===== src/rtl/servo_pkg.sv =====
// servo_pkg: shared constants, FSM state encoding and the per-frame step helper
// for the servo motion scheduler.
//
// Contents:
//   ANG_W, ANG_MAX, ANG_MID, PWM_FRAME  angle width/range and default frame length
//   state_t / StIdle, StUpdate, StSettle  scheduler FSM encoding
//   step_toward()                        one rate-limited move of cur toward tgt
package servo_pkg;

    localparam int unsigned ANG_W     = 9;
    localparam int unsigned ANG_MAX   = 270;
    localparam int unsigned ANG_MID   = 135;
    localparam int unsigned PWM_FRAME = 2_000_000;

    typedef logic [1:0] state_t;

    localparam state_t StIdle   = 2'd0;
    localparam state_t StUpdate = 2'd1;
    localparam state_t StSettle = 2'd2;

    // Move cur toward tgt by at most step. Lands exactly on tgt when close
    // enough, so the result never overshoots and stays between cur and tgt.
    function automatic logic [ANG_W-1:0] step_toward(
        input logic [ANG_W-1:0] cur,
        input logic [ANG_W-1:0] tgt,
        input logic [ANG_W-1:0] step
    );
        logic signed [ANG_W:0] diff;
        logic signed [ANG_W:0] mag;
        diff = $signed({1'b0, tgt}) - $signed({1'b0, cur});
        mag  = diff[ANG_W] ? -diff : diff;
        if (mag <= $signed({1'b0, step})) begin
            return tgt;
        end else if (diff[ANG_W]) begin
            return cur - step;
        end else begin
            return cur + step;
        end
    endfunction

endpackage


===== src/rtl/servo_frame_timer.sv =====
// servo_frame_timer: free-running PWM frame counter.
//
// Counts 0..FRAME_CYCLES-1 and wraps; frame_tick_o is high for the single
// cycle in which the count equals FRAME_CYCLES-1.
//
// Ports:
//   sclk_i        system clock
//   rst_i         synchronous reset, active-high (count returns to 0)
//   frame_tick_o  1-cycle frame boundary pulse
module servo_frame_timer
    import servo_pkg::*;
#(
    parameter int unsigned FRAME_CYCLES = PWM_FRAME
) (
    input  logic sclk_i,
    input  logic rst_i,
    output logic frame_tick_o
);

    localparam int unsigned CNT_W = (FRAME_CYCLES > 1) ? $clog2(FRAME_CYCLES) : 1;
    localparam logic [CNT_W-1:0] CntLast = CNT_W'(FRAME_CYCLES - 1);

    logic [CNT_W-1:0] cnt_q;
    logic [CNT_W-1:0] cnt_d;

    always_comb begin
        cnt_d = (cnt_q == CntLast) ? '0 : cnt_q + CNT_W'(1);
    end

    always_ff @(posedge sclk_i) begin
        if (rst_i) begin
            cnt_q <= '0;
        end else begin
            cnt_q <= cnt_d;
        end
    end

    assign frame_tick_o = (cnt_q == CntLast);

endmodule


===== src/rtl/servo_motion_sched.sv =====
// servo_motion_sched: rate-limited motion scheduler for NCH hobby servos.
//
// Target angles arrive over a valid/ready handshake (accepted only while
// idle). Once per PWM frame the scheduler walks every channel, one per cycle,
// moving its current angle toward its target by at most STEP_MAX degrees,
// then spends one settle cycle reporting completion.
//
// Configuration macro:
//   SERVO_SOFT_LIMIT_EN  when defined, in-range commands are clamped to
//                        [SOFT_MIN, SOFT_MAX] before being stored as targets.
//
// Ports:
//   sclk_i        system clock
//   rst_i         synchronous reset, active-high
//   cmd_valid_i   command present
//   cmd_ready_o   high only while idle; accept = valid & ready
//   cmd_ch_i      target channel
//   cmd_angle_i   target angle in degrees
//   cmd_err_o     1-cycle pulse after a rejected command
//   angle_out_o   current angles, channel k at [9k+8:9k]
//   frame_tick_o  1-cycle frame boundary pulse
//   busy_o        registered: some channel has not reached its target
//   sig_done_o    pulse in the settle cycle when a pass moved and all settled
module servo_motion_sched
    import servo_pkg::*;
#(
    parameter int unsigned NCH          = 4,
    parameter int unsigned FRAME_CYCLES = PWM_FRAME,
    parameter int unsigned STEP_MAX     = 3,
    parameter int unsigned INIT_ANGLE   = ANG_MID,
    parameter int unsigned SOFT_MIN     = 30,
    parameter int unsigned SOFT_MAX     = 240,
    localparam int unsigned CHW         = $clog2(NCH)
) (
    input  logic                 sclk_i,
    input  logic                 rst_i,
    input  logic                 cmd_valid_i,
    output logic                 cmd_ready_o,
    input  logic [CHW-1:0]       cmd_ch_i,
    input  logic [ANG_W-1:0]     cmd_angle_i,
    output logic                 cmd_err_o,
    output logic [NCH*ANG_W-1:0] angle_out_o,
    output logic                 frame_tick_o,
    output logic                 busy_o,
    output logic                 sig_done_o
);

    localparam logic [ANG_W-1:0] StepAng = ANG_W'(STEP_MAX);
    localparam logic [ANG_W-1:0] InitAng = ANG_W'(INIT_ANGLE);

    logic [ANG_W-1:0] cur_q [NCH];
    logic [ANG_W-1:0] cur_d [NCH];
    logic [ANG_W-1:0] tgt_q [NCH];
    logic [ANG_W-1:0] tgt_d [NCH];
    state_t           state_q, state_d;
    logic [CHW-1:0]   ch_q, ch_d;
    logic             moved_q, moved_d;
    logic             busy_q, busy_d;
    logic             err_q, err_d;

    logic             frame_tick;
    logic             accept;
    logic             cmd_bad;
    logic [ANG_W-1:0] cmd_tgt;

    servo_frame_timer #(
        .FRAME_CYCLES (FRAME_CYCLES)
    ) u_frame_timer (
        .sclk_i       (sclk_i),
        .rst_i        (rst_i),
        .frame_tick_o (frame_tick)
    );

    assign cmd_ready_o = (state_q == StIdle);
    assign accept      = cmd_valid_i && cmd_ready_o;
    assign cmd_bad     = (cmd_angle_i > ANG_W'(ANG_MAX)) || (32'(cmd_ch_i) >= NCH);

    always_comb begin
`ifdef SERVO_SOFT_LIMIT_EN
        if (cmd_angle_i < ANG_W'(SOFT_MIN)) begin
            cmd_tgt = ANG_W'(SOFT_MIN);
        end else if (cmd_angle_i > ANG_W'(SOFT_MAX)) begin
            cmd_tgt = ANG_W'(SOFT_MAX);
        end else begin
            cmd_tgt = cmd_angle_i;
        end
`else
        cmd_tgt = cmd_angle_i;
`endif
    end

    always_comb begin
        state_d = state_q;
        ch_d    = ch_q;
        moved_d = moved_q;
        err_d   = 1'b0;
        for (int k = 0; k < NCH; k++) begin
            cur_d[k] = cur_q[k];
            tgt_d[k] = tgt_q[k];
        end

        // Commands are only accepted in idle, so a pass always sees stable
        // targets; a command taken in the tick cycle lands before the pass.
        if (accept) begin
            if (cmd_bad) begin
                err_d = 1'b1;
            end else begin
                for (int k = 0; k < NCH; k++) begin
                    if (cmd_ch_i == CHW'(k)) begin
                        tgt_d[k] = cmd_tgt;
                    end
                end
            end
        end

        case (state_q)
            StIdle: begin
                if (frame_tick) begin
                    state_d = StUpdate;
                    ch_d    = '0;
                    moved_d = 1'b0;
                end
            end
            StUpdate: begin
                for (int k = 0; k < NCH; k++) begin
                    if (ch_q == CHW'(k)) begin
                        cur_d[k] = step_toward(cur_q[k], tgt_q[k], StepAng);
                        if (cur_q[k] != tgt_q[k]) begin
                            moved_d = 1'b1;
                        end
                    end
                end
                if (ch_q == CHW'(NCH - 1)) begin
                    state_d = StSettle;
                end else begin
                    ch_d = ch_q + CHW'(1);
                end
            end
            StSettle: begin
                state_d = StIdle;
            end
            default: begin
                state_d = StIdle;
            end
        endcase

        // Built from next-state values so a new target raises busy the
        // cycle right after it is accepted.
        busy_d = 1'b0;
        for (int k = 0; k < NCH; k++) begin
            busy_d = busy_d | (cur_d[k] != tgt_d[k]);
        end
    end

    always_ff @(posedge sclk_i) begin
        if (rst_i) begin
            state_q <= StIdle;
            ch_q    <= '0;
            moved_q <= 1'b0;
            busy_q  <= 1'b0;
            err_q   <= 1'b0;
            for (int k = 0; k < NCH; k++) begin
                cur_q[k] <= InitAng;
                tgt_q[k] <= InitAng;
            end
        end else begin
            state_q <= state_d;
            ch_q    <= ch_d;
            moved_q <= moved_d;
            busy_q  <= busy_d;
            err_q   <= err_d;
            for (int k = 0; k < NCH; k++) begin
                cur_q[k] <= cur_d[k];
                tgt_q[k] <= tgt_d[k];
            end
        end
    end

    always_comb begin
        for (int k = 0; k < NCH; k++) begin
            angle_out_o[k*ANG_W +: ANG_W] = cur_q[k];
        end
    end

    assign cmd_err_o    = err_q;
    assign busy_o       = busy_q;
    assign frame_tick_o = frame_tick;
    // busy_q already reflects the last channel's update during settle.
    assign sig_done_o   = (state_q == StSettle) && moved_q && !busy_q;

endmodule


===== config.mk =====
export PLATFORM = sky130hd
export DESIGN_NAME = servo_motion_sched
export DESIGN_NICKNAME = d
export VERILOG_FILES = /design/src/rtl/servo_pkg.sv /design/src/rtl/servo_frame_timer.sv /design/src/rtl/servo_motion_sched.sv
export SDC_FILE = /design/constraint.sdc
export NUM_CORES = 1
export LEC_CHECK = 0
export BUFFER_PORTS_ARGS = -buffer_cell sky130_fd_sc_hd__buf_4
export CAP_MARGIN = 20
export CORE_UTILIZATION = 30
export DETAILED_ROUTE_END_ITERATION = 10
export SLEW_MARGIN = 20
export SYNTH_ARGS = -nofsm -noshare
export SYNTH_HDL_FRONTEND = slang
export SYNTH_SLANG_ARGS = --single-unit

===== constraint.sdc =====
create_clock -name sclk_i -period 5.6 [get_ports sclk_i]
set_input_delay 1.68 -clock sclk_i [delete_from_list [all_inputs] [get_ports sclk_i]]
set_output_delay 1.68 -clock sclk_i [all_outputs]
set_load 0.05 [all_outputs]

==> flow_metrics.py <==
metrics = {
    "status": {
        "status": "finished, final reports clean",
    },
    "detailed_routing": {
        "wire_per_inst_microns": 16.4,
        "drt_iter0_drc": 582,
        "vias": 8708,
        "drc": 0,
        "final_antenna_net_count": 0,
        "wl_microns": 26800,
        "drt-vias-per-instance": 5.33,
        "first_pass_iters": 5,
    },
    "flow_run": {
        "max_cap_viol_count": 0,
    },
    "critical_path": {
        "cp_max_fo": 9,
        "critical_path_buf_inv_count": 2,
        "r2r_slack_ns": 0.42,
        "critPathLaunchType": "flop",
        "crit_type": "flop to flop",
        "regToRegStartpoint": "cur_q[2][3]",
        "cp_slowest_stage_delay_ns": 0.53,
        "rr_endpoint": "busy_o",
        "arrival_ns": 5.43,
        "cp_top_family": "compound AO/OA/AOI/OAI gates",
        "worstPathRequired_ns": 5.85,
        "path_cells": "inv_1 -> ha_1 -> o21ai_1 -> a21oi_1 -> o211ai_1 -> nand3_1 -> clkinvlp_4 -> ha_1 -> a21oi_1 -> nor2_1 -> a211o_1 -> a21o_1 -> a21o_1 -> xor2_1 -> mux2i_1 -> a211o_1 -> a22oi_1 -> nand3_1 -> or4_1 -> o41a_1",
        "end_kind": "flop",
        "rr_worst_depth": 20,
        "slowest_stage": "or4_1",
    },
    "layout": {
        "nNetsFinal": 1334,
        "final_cell_mix": "nor2_1 (129), dfxtp_1 (100), nand2_1 (90), buf_4 (90), ha_1 (72)",
        "area_growth_pct": 14.4,
        "final_common_cell": "nor2_1",
        "antennaDiodeCount": 0,
        "fillers": 3162,
        "drive_gt1_frac": 0.118,
        "fin_util": 0.353,
    },
    "sta": {
        "max_slew.worst_pin.slew_ns": 0.757,
        "fmax_mhz": 193,
        "slew_violations": 0,
        "worst_clock_skew_ns": 0.00947,
        "hold_ws_ns": 0.458,
        "setup_violations": 0,
        "timing.final.hold_violations": 0,
        "setup_tns_ns": 0,
        "relSlewSlack": 0.496,
        "period_minus_slack_ns": 5.18,
        "rsz0062_at_grt": "false",
        "finalCritPeriodShare": 0.926,
    },
    "synthesis": {
        "seq_area_frac_synth": 0.217,
        "synth_mux_area_frac": 0.0667,
        "synthAdderAreaFrac": 0.116,
        "synth-xor-area-share": 0.0841,
        "syn_nets": 1270,
        "synth_flop_cell": "dfxtp_1",
        "synth_compound_area_frac": 0.226,
        "async_reset_ff_frac": 0,
        "yosys-top-cells-area": "dfxtp_1 (22%), ha_1 (9.9%), mux2i_1 (5.4%)",
        "syn_avg_cell_area_sq_um": 7.86,
        "ys_warn_count": 0,
        "synth_top_family_by_area": "simple AND/OR/NAND/NOR gates",
        "synth-simple-area-share": 0.242,
        "yosysTopAreaCellShare": 0.217,
        "synth_edf_count": 0,
        "syn-cell-area_sq_um": 9230,
        "synth_seq_cells": 100,
        "netlist_instances": 1175,
        "synth_cell_type_count": 95,
        "yosysTopAreaCell": "dfxtp_1",
    },
    "clock_tree": {
        "tritoncts": "built",
        "cts_resized": 0,
        "clock_path_buffers": 2,
        "postCtsSetupBuffers": 0,
        "clk_pin_slew_ns": 0.07,
        "clock-root-buffer": "clkbuf_16",
        "clk_latency_ns": 0.36,
        "htree_levels": 3,
        "holdBufCountCts": 0,
        "cts_buffers": 9,
        "cts_sinks": 100,
    },
    "die": {
        "die_x_microns": 177,
        "num_io_pins": 55,
        "coreArea_sq_um": 30000,
        "dieArea_sq_um": 31500,
        "rows": 63,
        "die_h_microns": 177,
        "initial_utilization": 0.308,
    },
    "pwr": {
        "power_density_nw_per_um2": 202,
        "cellInternalPower_mw": 1.38,
        "p_sw_mw": 0.744,
        "p_leak_nw": 4.53,
        "ir_drop_v": 0.000171,
        "power.share.sequential": 0.343,
        "clkPwrFrac": 0.299,
        "switching_share": 0.350,
        "combPwrFrac": 0.358,
    },
    "global_routing": {
        "grt_pass1_wl_microns": 43500,
        "antenna_found_initial": 0,
        "grt_max_degree": 48,
        "grt_use_total": 0.172,
        "first_global_vias": 8385,
        "grt-ovfl-total": 0,
    },
    "place": {
        "io_buffers": 54,
        "gp_congestion": 0.891,
        "dp_hpwl_microns": 21000,
    },
    "hold_path": {
        "whs_endpoint": "u_frame_timer.cnt_q[0]",
        "hp-start": "u_frame_timer.cnt_q[0]",
        "min_path_type": "flop to flop",
        "holdPathStages": 1,
    },
}
cells in the mapped netlist (11+ instances only):
| library cell | instances |
|---|---|
| ha_1 | 73 |
| nand4_1 | 19 |
| nor3_1 | 22 |
| o21ai_0 | 44 |
| dfxtp_1 | 100 |
| inv_1 | 72 |
| nand2b_1 | 12 |
| a21oi_1 | 67 |
| a211o_1 | 12 |
| o21a_1 | 12 |
| mux2i_1 | 50 |
| xor2_1 | 32 |
| clkbuf_1 | 29 |
| nor2_1 | 129 |
| a31oi_1 | 14 |
| nand3_1 | 39 |
| nand2_1 | 90 |
| o211ai_1 | 16 |
| and3_1 | 15 |
| nor2b_1 | 21 |
| xnor2_1 | 53 |
| a21o_1 | 22 |
| nor4_1 | 11 |
registers in the layout (all words and copies together) (netlist names):
signal and cells:
tgt_q 36, u_frame_timer.cnt_q 21, ch_q 2, busy_o 1
moved_q 1, state_q 2, cur_q 36, cmd_err_o 1
worst max path at each step:
stage,start,depth (start not counted),endpoint,slack [ns]
6_report,cur_q[2][3],20,busy_o,0.42
5_1_grt,tgt_q[3][1],20,busy_o,0.02
4_1_cts,cur_q[2][6],20,busy_o,0.29
3_5_place_dp,cmd_angle_i[7],14,busy_o,0.18
3_3_place_gp,cmd_angle_i[7],14,busy_o,0.16
2_1_floorplan,cur_q[3][1],21,busy_o,0.004
worst register-to-register path, stage by stage, from the launching register on:
cell,delay [ns]
dfxtp_1,0.46
inv_1,0.09
ha_1,0.46
o21ai_1,0.11
a21oi_1,0.13
o211ai_1,0.12
nand3_1,0.20
clkinvlp_4,0.28
ha_1,0.40
a21oi_1,0.25
nor2_1,0.08
a211o_1,0.30
a21o_1,0.18
a21o_1,0.18
xor2_1,0.13
mux2i_1,0.12
a211o_1,0.32
a22oi_1,0.24
nand3_1,0.09
or4_1,0.53
o41a_1,0.41
power by group through the flow:
stage / sequential, mW / clock, mW / combinational [mW]
3_5_place_dp: 0.746 / 0 / 0.751
3_3_place_gp: 0.746 / 0 / 0.741
6_report: 0.730 / 0.635 / 0.763
2_1_floorplan: 0.746 / 0 / 0.572
4_1_cts: 0.730 / 0.651 / 0.756
5_1_grt: 0.731 / 0.677 / 0.840
layer usage:
layer  share of wire  GRT usage
met5               0          0
met4           0.013     0.0367
met3           0.040     0.0317
met2            0.45      0.279
met1            0.49      0.236
layout make-up:
type	instances	area [sq um]	area share
multi-input combinational	964	6820	0.646
timing repair buffer	90	676	0.0640
clock inverter	4	50.0	0.00474
clock buffer	11	243	0.0230
sequential	100	2000	0.190
inverter	74	282	0.0267
tap	390	488	0.0462
through the flow:
stage                     area, sq um  total power, mW  setup WS (ns)  cells
after floorplan                  9230             1.32        0.00385   1175
after global placement          10300             1.49          0.164   1618
after detailed placement        10300             1.50          0.183   1618
after CTS                       10600             2.14          0.290   1633
after global routing            10600             2.25         0.0232   1633
final                           10600             2.13          0.415   1633
cell families (layout without fill, tap and decap cells):
logic type	count (synthesis)	after routing
DFF	100	100
xor gates and xnor gates	87	87
AOI/OAI and AO/OA	297	297
muxes	60	60
adders and majority gates	81	81
buffers and inverters	111	179
and+or+nand+nor	439	439
Power figures use the tool's default switching activity.
